`src/rtl/demux1to4_buf.sv`:
```
// demux1to4_buf: steers one valid/ready word into one of four held lanes.
// Define DEMUX_BCAST_EN to let in_bcast load all four lanes at once.
module demux1to4_buf #(
  parameter int WIDTH = 32
) (
  input  logic               clk,
  input  logic               reset_n,
  input  logic [WIDTH-1:0]   in_data,
  input  logic [1:0]         in_sel,
  input  logic               in_bcast,
  input  logic               in_valid,
  output logic               in_ready,
  output logic [4*WIDTH-1:0] out_data,
  output logic [3:0]         out_valid,
  input  logic [3:0]         out_ready,
  output logic               busy
);

  logic [3:0][WIDTH-1:0] data_q;
  logic [3:0]            full_q;
  logic [3:0]            lane_free;
  logic [3:0]            sel_oh;
  logic [3:0]            fill_mask;
  logic [3:0]            fill;
  logic [3:0]            drain;
  logic                  accept;

  assign lane_free = ~full_q | out_ready;
  assign sel_oh    = 4'b0001 << in_sel;

`ifdef DEMUX_BCAST_EN
  // Broadcast needs every lane free; otherwise only the selected one.
  always_comb begin
    fill_mask = sel_oh;
    in_ready  = lane_free[in_sel];
    if (in_bcast) begin
      fill_mask = 4'b1111;
      in_ready  = &lane_free;
    end
  end
`else
  logic unused_bcast;
  assign unused_bcast = in_bcast;

  // Only the selected lane decides acceptance.
  always_comb begin
    fill_mask = sel_oh;
    in_ready  = lane_free[in_sel];
  end
`endif

  assign accept = in_valid && in_ready;
  assign fill   = accept ? fill_mask : 4'b0000;
  assign drain  = full_q & out_ready;

  // Per-lane holding register: fill wins over drain.
  always_ff @(posedge clk or negedge reset_n) begin
    if (!reset_n) begin
      data_q <= '0;
      full_q <= '0;
    end else begin
      for (int i = 0; i < 4; i++) begin
        if (fill[i]) begin
          data_q[i] <= in_data;
          full_q[i] <= 1'b1;
        end else if (drain[i]) begin
          full_q[i] <= 1'b0;
        end
      end
    end
  end

  assign out_data  = data_q;
  assign out_valid = full_q;
  assign busy      = |full_q;

endmodule

```
`config.mk`:
```
export PLATFORM = sky130hd
export DESIGN_NAME = demux1to4_buf
export DESIGN_NICKNAME = d
export VERILOG_FILES = /design/src/rtl/demux1to4_buf.sv
export SDC_FILE = /design/constraint.sdc
export NUM_CORES = 1
export LEC_CHECK = 0
export BUFFER_PORTS_ARGS = -buffer_cell sky130_fd_sc_hd__buf_2
export CORE_MARGIN = 3
export CORE_UTILIZATION = 53
export CTS_CLUSTER_SIZE = 28
export DETAILED_ROUTE_END_ITERATION = 8
export PLACE_DENSITY = 0.91
export SLEW_MARGIN = 20
export SYNTH_ARGS = -nofsm -noshare
export SYNTH_HDL_FRONTEND = slang
export SYNTH_SLANG_ARGS = --single-unit
```
`constraint.sdc`:
```
create_clock -name clk -period 4.6 [get_ports clk]
set_clock_uncertainty 0.1 [all_clocks]
set_input_delay 0 -clock clk [delete_from_list [all_inputs] [get_ports clk]]
set_output_delay 0 -clock clk [all_outputs]
set_load 0.005 [all_outputs]
```
# After elaboration in Yosys (flattened, before gate mapping)
# Cells that the tools add are included.
# totals
output_inout_bits,134
wordCells,30
ramBits,0
ff_bits,132
n_memories,0
rom_bits,0
in_bits,42
latch_bits,0
# classes
shift,1
mul,0
mux,11
n_addsub,0
div_mod_pow,0
eq_ne,0
n_bitwise,3
n_reduce_logical,6
order_cmp,1
# op_table
cell,count
1-bit 2-to-1 mux,9
2-bit nonzero test,4
4-bit AND,1
4-bit 2-to-1 mux,1
4-bit NOT,1
4-bit OR,1
4-bit OR reduction,1
1-bit by 2-bit left shift with 4-bit output (first input constant),1
2-bit by 3-bit < comparator with 1-bit output (second input constant),1
1-bit binary-select mux with 2-bit select,1
1-bit logical AND,1

# Longest topological paths before layout
# Gate-level depths: netlist (run 1).
# logic_depth
word_depth,7
ltp_mapped,5

# Worst setup path before layout (run 1)
# Ideal clock, no wire load.
# synth_path
path_kind,flip-flop to flip-flop
startpoint,register full_q[2] (netlist: out_valid[2])
endpoint,"register data_q, in the netlist out_data[65]"
period_less_slack_ps,1524
setup_slack_ps,3076
arrival_time_ps,1299
path_buffers,1
path_stages_with_launch,5
path_cell_list,dfrtp_1 nand2b_1 nor3b_2 buf_4 mux2_2
# synth_via
elab_chain_cells,6
# synth_rtl
item,line,source
"start, declared",20,logic [3:0] full_q;
"start signal, assigned",60,full_q <= '0;
"start signal, assigned by index",65,full_q[i] <= 1'b1;
"start signal, assigned by index",67,full_q[i] <= 1'b0;
4-bit NOT,28,assign lane_free = ~full_q | out_ready;
4-bit OR,28,
1-bit binary-select mux with 2-bit select,48,in_ready = lane_free[in_sel];
1-bit 2-to-1 mux (not written as such),48,
1-bit logical AND,52,assign accept = in_valid && in_ready;
4-bit 2-to-1 mux,53,assign fill = accept ? fill_mask : 4'b0000;
"end signal, assigned by index",64,data_q[i] <= in_data;
"end, declared",19,logic [3:0][WIDTH-1:0] data_q;
# No other way between the ends. The select of a mux whose other input is x is not followed.
# A chain may end at the register's enable or synchronous reset.

# Final worst setup path (run 1)
# layout_path
startpoint,register full_q[2] (netlist: out_valid[2])
endpoint,"register data_q, in the netlist out_data[95]"
# The elaborated chain is that of the path after synthesis.

==> results.py, run 1 <==
metrics = {
    "outcome": {
        "outcome": "finished, final reports clean",
    },
    "placed_design": {
        "hpwl_um": 7610,
        "io_buffers": 174,
        "place.gp.congestion": 0.719,
    },
    "logic_synthesis": {
        "synth_top_area_share": 0.663,
        "yosys.area.top_type": "dfrtp_1",
        "ys_warn_count": 0,
        "syn-num-nets": 334,
        "yosysUniqueCellTypes": 17,
        "synth.most_common_cell": "dfrtp_1",
        "synthesis.instances": 292,
        "synth_area_leaders": "dfrtp_1, mux2_2, buf_6, mux2_1, buf_4",
        "async_reset_ff_frac": 1.00,
        "ys.flop_type": "dfrtp_1",
        "ys_ff_latch": 132,
        "ys_seq_area_frac": 0.663,
        "synth_area_um2": 4980,
        "synth_edf_count": 0,
        "ys_top_cells_by_count": "dfrtp_1, mux2_2, buf_4, nand2_1",
        "synth_area_per_cell_um2": 17.0,
    },
    "sta": {
        "rsz0062_at_grt": "false",
        "holdWs_ps": 75.3,
        "relSlewSlack": 0.282,
        "min_period_ps": 2260,
        "setup_violations": 0,
        "worst_pin_slew_ps": 1080,
        "clock.fmax_mhz": 443,
        "final_hold_viol_count": 0,
        "fin_crit_sh": 0.491,
        "setup_tns_ps": 0,
        "report.final.slew_viol_count": 0,
    },
    "critical_path": {
        "worstRegToRegCells": 4,
        "cp.required_ps": 4880,
        "critPathMaxFanout": 11,
        "r2r_end": "out_data[95]",
        "crit_arrival_ps": 2540,
        "critPathCapture": "out_data[95]",
        "rrSetupSlack_ps": 2340,
        "worstSetupPathType": "flip-flop to flip-flop",
        "reg2reg_from": "out_valid[2]",
        "critPathLaunchType": "flip-flop",
        "critical_path.startpoint": "out_valid[2]",
        "endpoint_kind": "flip-flop",
    },
    "worst_hold_path": {
        "hold_path.class": "input port to asynchronous set/reset pin",
    },
    "clock_network": {
        "clkLatencyLatePin_ps": 500,
        "cts_resized": 0,
        "root_buffer": "clkbuf_8",
        "cts_max_level": 4,
        "tritoncts": "yes",
        "cts_buffers": 17,
        "clk_pin_slew_ps": 60,
        "cts_sinks": 132,
        "clockBufferDepth": 2,
    },
    "global_routing": {
        "track_usage": 0.232,
        "grt_pass1_wl_um": 18400,
        "first_global_vias": 3593,
        "grt_overflow": 0,
        "antenna_found_initial": 0,
        "grt_max_degree": 79,
    },
    "pwr": {
        "power.share.clock": 0.379,
        "irDropWorstVdd_mv": 0.344,
        "swShare": 0.254,
        "p_seq_frac": 0.435,
        "p_leak_nw": 3.30,
        "switchingPower_mw": 0.891,
        "p_per_area_nw_per_um2": 507,
        "p_int_mw": 2.62,
        "p_comb_frac": 0.185,
    },
    "floorplanning": {
        "rows": 34,
        "die_h_um": 103,
        "core_um2": 8930,
        "fp.dieW_um": 103,
        "io_pins": 176,
        "start_util": 0.557,
        "design.die.area_um2": 10600,
    },
    "routing": {
        "avgRoutedWirePerCell_um": 18.7,
        "vias_per_cell": 5.26,
        "drt-initial-drc-count": 58,
        "first_pass_iters": 4,
        "vias": 3344,
        "routed_wl_um": 11900,
        "ant_nets": 0,
        "drc": 0,
    },
    "final_layout": {
        "fillers": 532,
        "syn_to_final_growth_pct": 39.1,
        "antennaDiodeCount": 0,
        "final_nets": 557,
        "final_core_util": 0.775,
        "drive_gt1_frac": 0.636,
    },
    "job": {
        "max_cap_viol_count": 0,
    },
}
-- critical path, cell delays in order (launching register included) --
cell,delay [ps]
dfrtp_1,390
nand2b_1,120
nor3b_4,580
mux2_2,410
dlygate4sd3_1,550
-- cell families (layout without fill, tap and decap cells) --
kind of cell,Yosys count,in the layout,synth area share
mux,129,129,0.294
flops,132,132,0.663
buf+inv,14,250,0.0216
compound gates,1,1,0.00100
simple gates,16,16,0.0199
-- layout make-up --
| class | count | area [µm²] | share of cell area |
|---|---|---|---|
| Clock buffer | 18 | 418 | 0.0603 |
| Clock inverter | 14 | 178 | 0.0257 |
| Multi-Input combinational cell | 146 | 1580 | 0.229 |
| Sequential cell | 132 | 3300 | 0.477 |
| Tap cell | 108 | 135 | 0.0195 |
| Timing Repair Buffer | 218 | 1310 | 0.189 |
-- placed cells by master, fill, tap and decap left out, drive strengths merged --
cell type    instances
nor2b                2
bufinv               3
buf                176
nand2                5
mux2               128
o21ai                1
clkbuf              18
nor3b                1
nand3                1
dfrtp              132
inv                  3
nand3b               1
or4                  1
mux4                 1
and3                 1
dlygate4sd3         42
clkinv               4
nand2b               4
clkinvlp             4
-- worst min path at each step --
stage / endpoint / depth (start not counted) / from
floorplan: out_data[0] / 0 / reset_n
global placement: out_data[1] / 1 / reset_n
detailed placement: out_data[96] / 1 / reset_n
CTS: out_data[96] / 2 / reset_n
global route: out_data[96] / 2 / reset_n
finish: out_data[96] / 2 / reset_n
-- metal layers --
layer,track usage,routed length (µm),up-vias
li1,-,-,1490
met1,0.271,4620,1706
met4,0.0916,182,0
met3,0.0670,678,16
met2,0.403,6400,132
met5,0,0,-
-- state kept, by name, indices dropped and copies added (netlist names) --
name	flops
out_data	128
out_valid	4
-- through the flow --
stage          cells  setup slack [ps]  area [µm²]  power [mW]
2_1_floorplan    292              3080        4980        1.80
3_3_place_gp     562              2470        5910        2.12
3_5_place_dp     562              2440        5910        2.17
4_1_cts          636              2340        6930        3.54
5_1_grt          636              2240        6930        3.68
6_report         636              2340        6930        3.51
-- power groups by stage --
stage	clock [mW]	sequential (mW)	combinational, mW
6_report	1.33	1.53	0.651
3_3_place_gp	0	1.52	0.602
2_1_floorplan	0	1.56	0.243
4_1_cts	1.36	1.53	0.659
5_1_grt	1.41	1.55	0.712
3_5_place_dp	0	1.54	0.624
-- what timing repair did --
action | 4_1_cts | 5_1_grt
endpoints found under the hold margin | 209 | 0
hold buffers | 42 | 0
setup buffers | 0 | 0
Power figures use the tool's default switching activity.
==> run 2, diff against run 1 <==
--- a/config.mk
+++ b/config.mk
@@ -7,10 +7,10 @@
 export LEC_CHECK = 0
 export BUFFER_PORTS_ARGS = -buffer_cell sky130_fd_sc_hd__buf_2
 export CORE_MARGIN = 3
-export CORE_UTILIZATION = 53
+export CORE_UTILIZATION = 45
 export CTS_CLUSTER_SIZE = 28
 export DETAILED_ROUTE_END_ITERATION = 8
-export PLACE_DENSITY = 0.91
+export PLACE_DENSITY = 0.83
 export SLEW_MARGIN = 20
 export SYNTH_ARGS = -nofsm -noshare
 export SYNTH_HDL_FRONTEND = slang
==> constraint.sdc (replaced) <==
create_clock -name clk -period 1.83 [get_ports clk]
set_clock_uncertainty 0.1 [all_clocks]
set_input_delay 0 -clock clk [delete_from_list [all_inputs] [get_ports clk]]
set_output_delay 0 -clock clk [all_outputs]
set_load 0.005 [all_outputs]
==> run 2 against run 1 <==
Compared with the run above: cell area up 2.5%; worst setup slack got worse by 2200 ps; largest power group unchanged; global-route usage shrank 2.1 points; first-iteration DRC count grew to 3.4 times the previous value.
==> results.py, run 2 (same netlist as run 1, synthesis figures left out) <==
metrics = {
    "floorplanning": {
        "core_um2": 10600,
        "die_h_um": 111,
        "io_pins": 176,
        "rows": 37,
        "start_util": 0.472,
        "design.die.area_um2": 12400,
        "fp.dieW_um": 111,
    },
    "sta": {
        "fin_crit_sh": 0.932,
        "worst_pin_slew_ps": 545,
        "rsz0062_at_grt": "false",
        "min_period_ps": 1710,
        "report.final.slew_viol_count": 0,
        "setup_tns_ps": 0,
        "final_hold_viol_count": 0,
        "clock.fmax_mhz": 586,
        "relSlewSlack": 0.637,
        "setup_violations": 0,
    },
    "critical_path": {
        "cp.required_ps": 1730,
        "worstRegToRegCells": 4,
        "critPathMaxFanout": 3,
        "crit_arrival_ps": 1610,
        "endpoint_kind": "primary output",
        "critPathLaunchType": "flip-flop",
        "worstSetupPathType": "flip-flop to primary output",
    },
    "final_layout": {
        "final_core_util": 0.673,
        "largest_register_ffs": 128,
        "antennaDiodeCount": 0,
        "layout_common_cells": "buf_2, dfrtp_1, mux2_2",
        "fin_area_um2": 7100,
        "drive_gt1_frac": 0.644,
        "final_nets": 567,
        "syn_to_final_growth_pct": 42.6,
        "mostFrequentLayoutCell": "buf_2",
    },
    "clock_network": {
        "cts_sinks": 132,
        "clk_pin_slew_ps": 60,
        "clkLatencyLatePin_ps": 500,
        "cts_buffers": 17,
        "tritoncts": "yes",
        "clockBufferDepth": 2,
        "post_cts_buffers": 0,
        "root_buffer": "clkbuf_8",
        "cts_max_level": 4,
    },
    "pwr": {
        "power.share.clock": 0.369,
        "p_seq_frac": 0.440,
        "p_comb_frac": 0.191,
        "swShare": 0.254,
        "p_per_area_nw_per_um2": 1230,
        "switchingPower_mw": 2.22,
        "p_int_mw": 6.51,
        "irDropWorstVdd_mv": 0.515,
        "p_leak_nw": 3.36,
    },
    "worst_hold_path": {
        "hold_path.class": "input port to asynchronous set/reset pin",
    },
    "global_routing": {
        "antenna_found_initial": 0,
        "track_usage": 0.210,
        "first_global_vias": 3809,
        "grt_overflow": 0,
        "grt_pass1_wl_um": 20400,
        "grt_max_degree": 57,
    },
    "routing": {
        "first_pass_iters": 4,
        "vias": 3379,
        "drc": 0,
        "vias_per_cell": 5.02,
        "ant_nets": 0,
        "avgRoutedWirePerCell_um": 18.5,
        "routed_wl_um": 12400,
        "drt-initial-drc-count": 197,
    },
    "job": {
        "max_cap_viol_count": 0,
    },
    "placed_design": {
        "postPlaceCellArea_um2": 6100,
        "hpwl_um": 8300,
        "place.gp.congestion": 0.775,
        "io_buffers": 174,
    },
    "outcome": {
        "outcome": "finished, final reports clean",
    },
}
run 2: worst max-delay path, stage by stage (launching register included):
cell	delay, ps
dfrtp_1	370
nand2b_1	100
mux4_2	470
buf_2	150
run 2: power by group through the flow:
stage	registers, mW	clock network, mW	logic, mW
after floorplan	3.91	0	0.612
after global routing	3.93	3.43	1.80
after detailed placement	3.89	0	1.60
final	3.84	3.22	1.66
after CTS	3.84	3.28	1.68
after global placement	3.84	0	1.55
run 2: worst paths after layout:
path	end	slack [ps]	start
min	out_data[64]	20	reset_n
max	in_ready	120	out_valid[3]
max reg2reg	out_data[33]	190	out_valid[1]
min in group clk	out_data[122]	210	in_data[26]
max in group asynchronous	out_data[17]	690	reset_n
min reg2reg	out_data[38]	390	out_data[38]
run 2: cell type report:
cell class | instances | area [µm²]
fillers | 711 | 3460
flip-flops and latches | 132 | 3300
clock buffers | 19 | 442
repair buffers | 228 | 1470
well taps | 136 | 170
multi-input cells | 146 | 1580
clock inverters | 12 | 133
run 2: what timing repair did:
action | in CTS | in global routing
gates resized for setup | 0 | 0
endpoints found under the hold margin | 264 | 0
hold buffers | 43 | 0
run 2: stage by stage:
step | hold slack (ps) | setup slack (ps) | power [mW] | cells
finish | 22.8 | 124 | 8.73 | 673
global route | 52.0 | 16.1 | 9.16 | 673
CTS | 172 | 83.8 | 8.81 | 673
detailed placement | -158 | 201 | 5.49 | 599
global placement | -166 | 236 | 5.39 | 599
floorplan | -396 | 306 | 4.53 | 292
run 2: per-layer routing:
metal | wire length (µm) | share of wire | track usage
met4 | 230 | 0.019 | 0.0787
met5 | 0 | 0 | 0
met1 | 4870 | 0.39 | 0.243
met3 | 659 | 0.053 | 0.0617
met2 | 6670 | 0.54 | 0.369
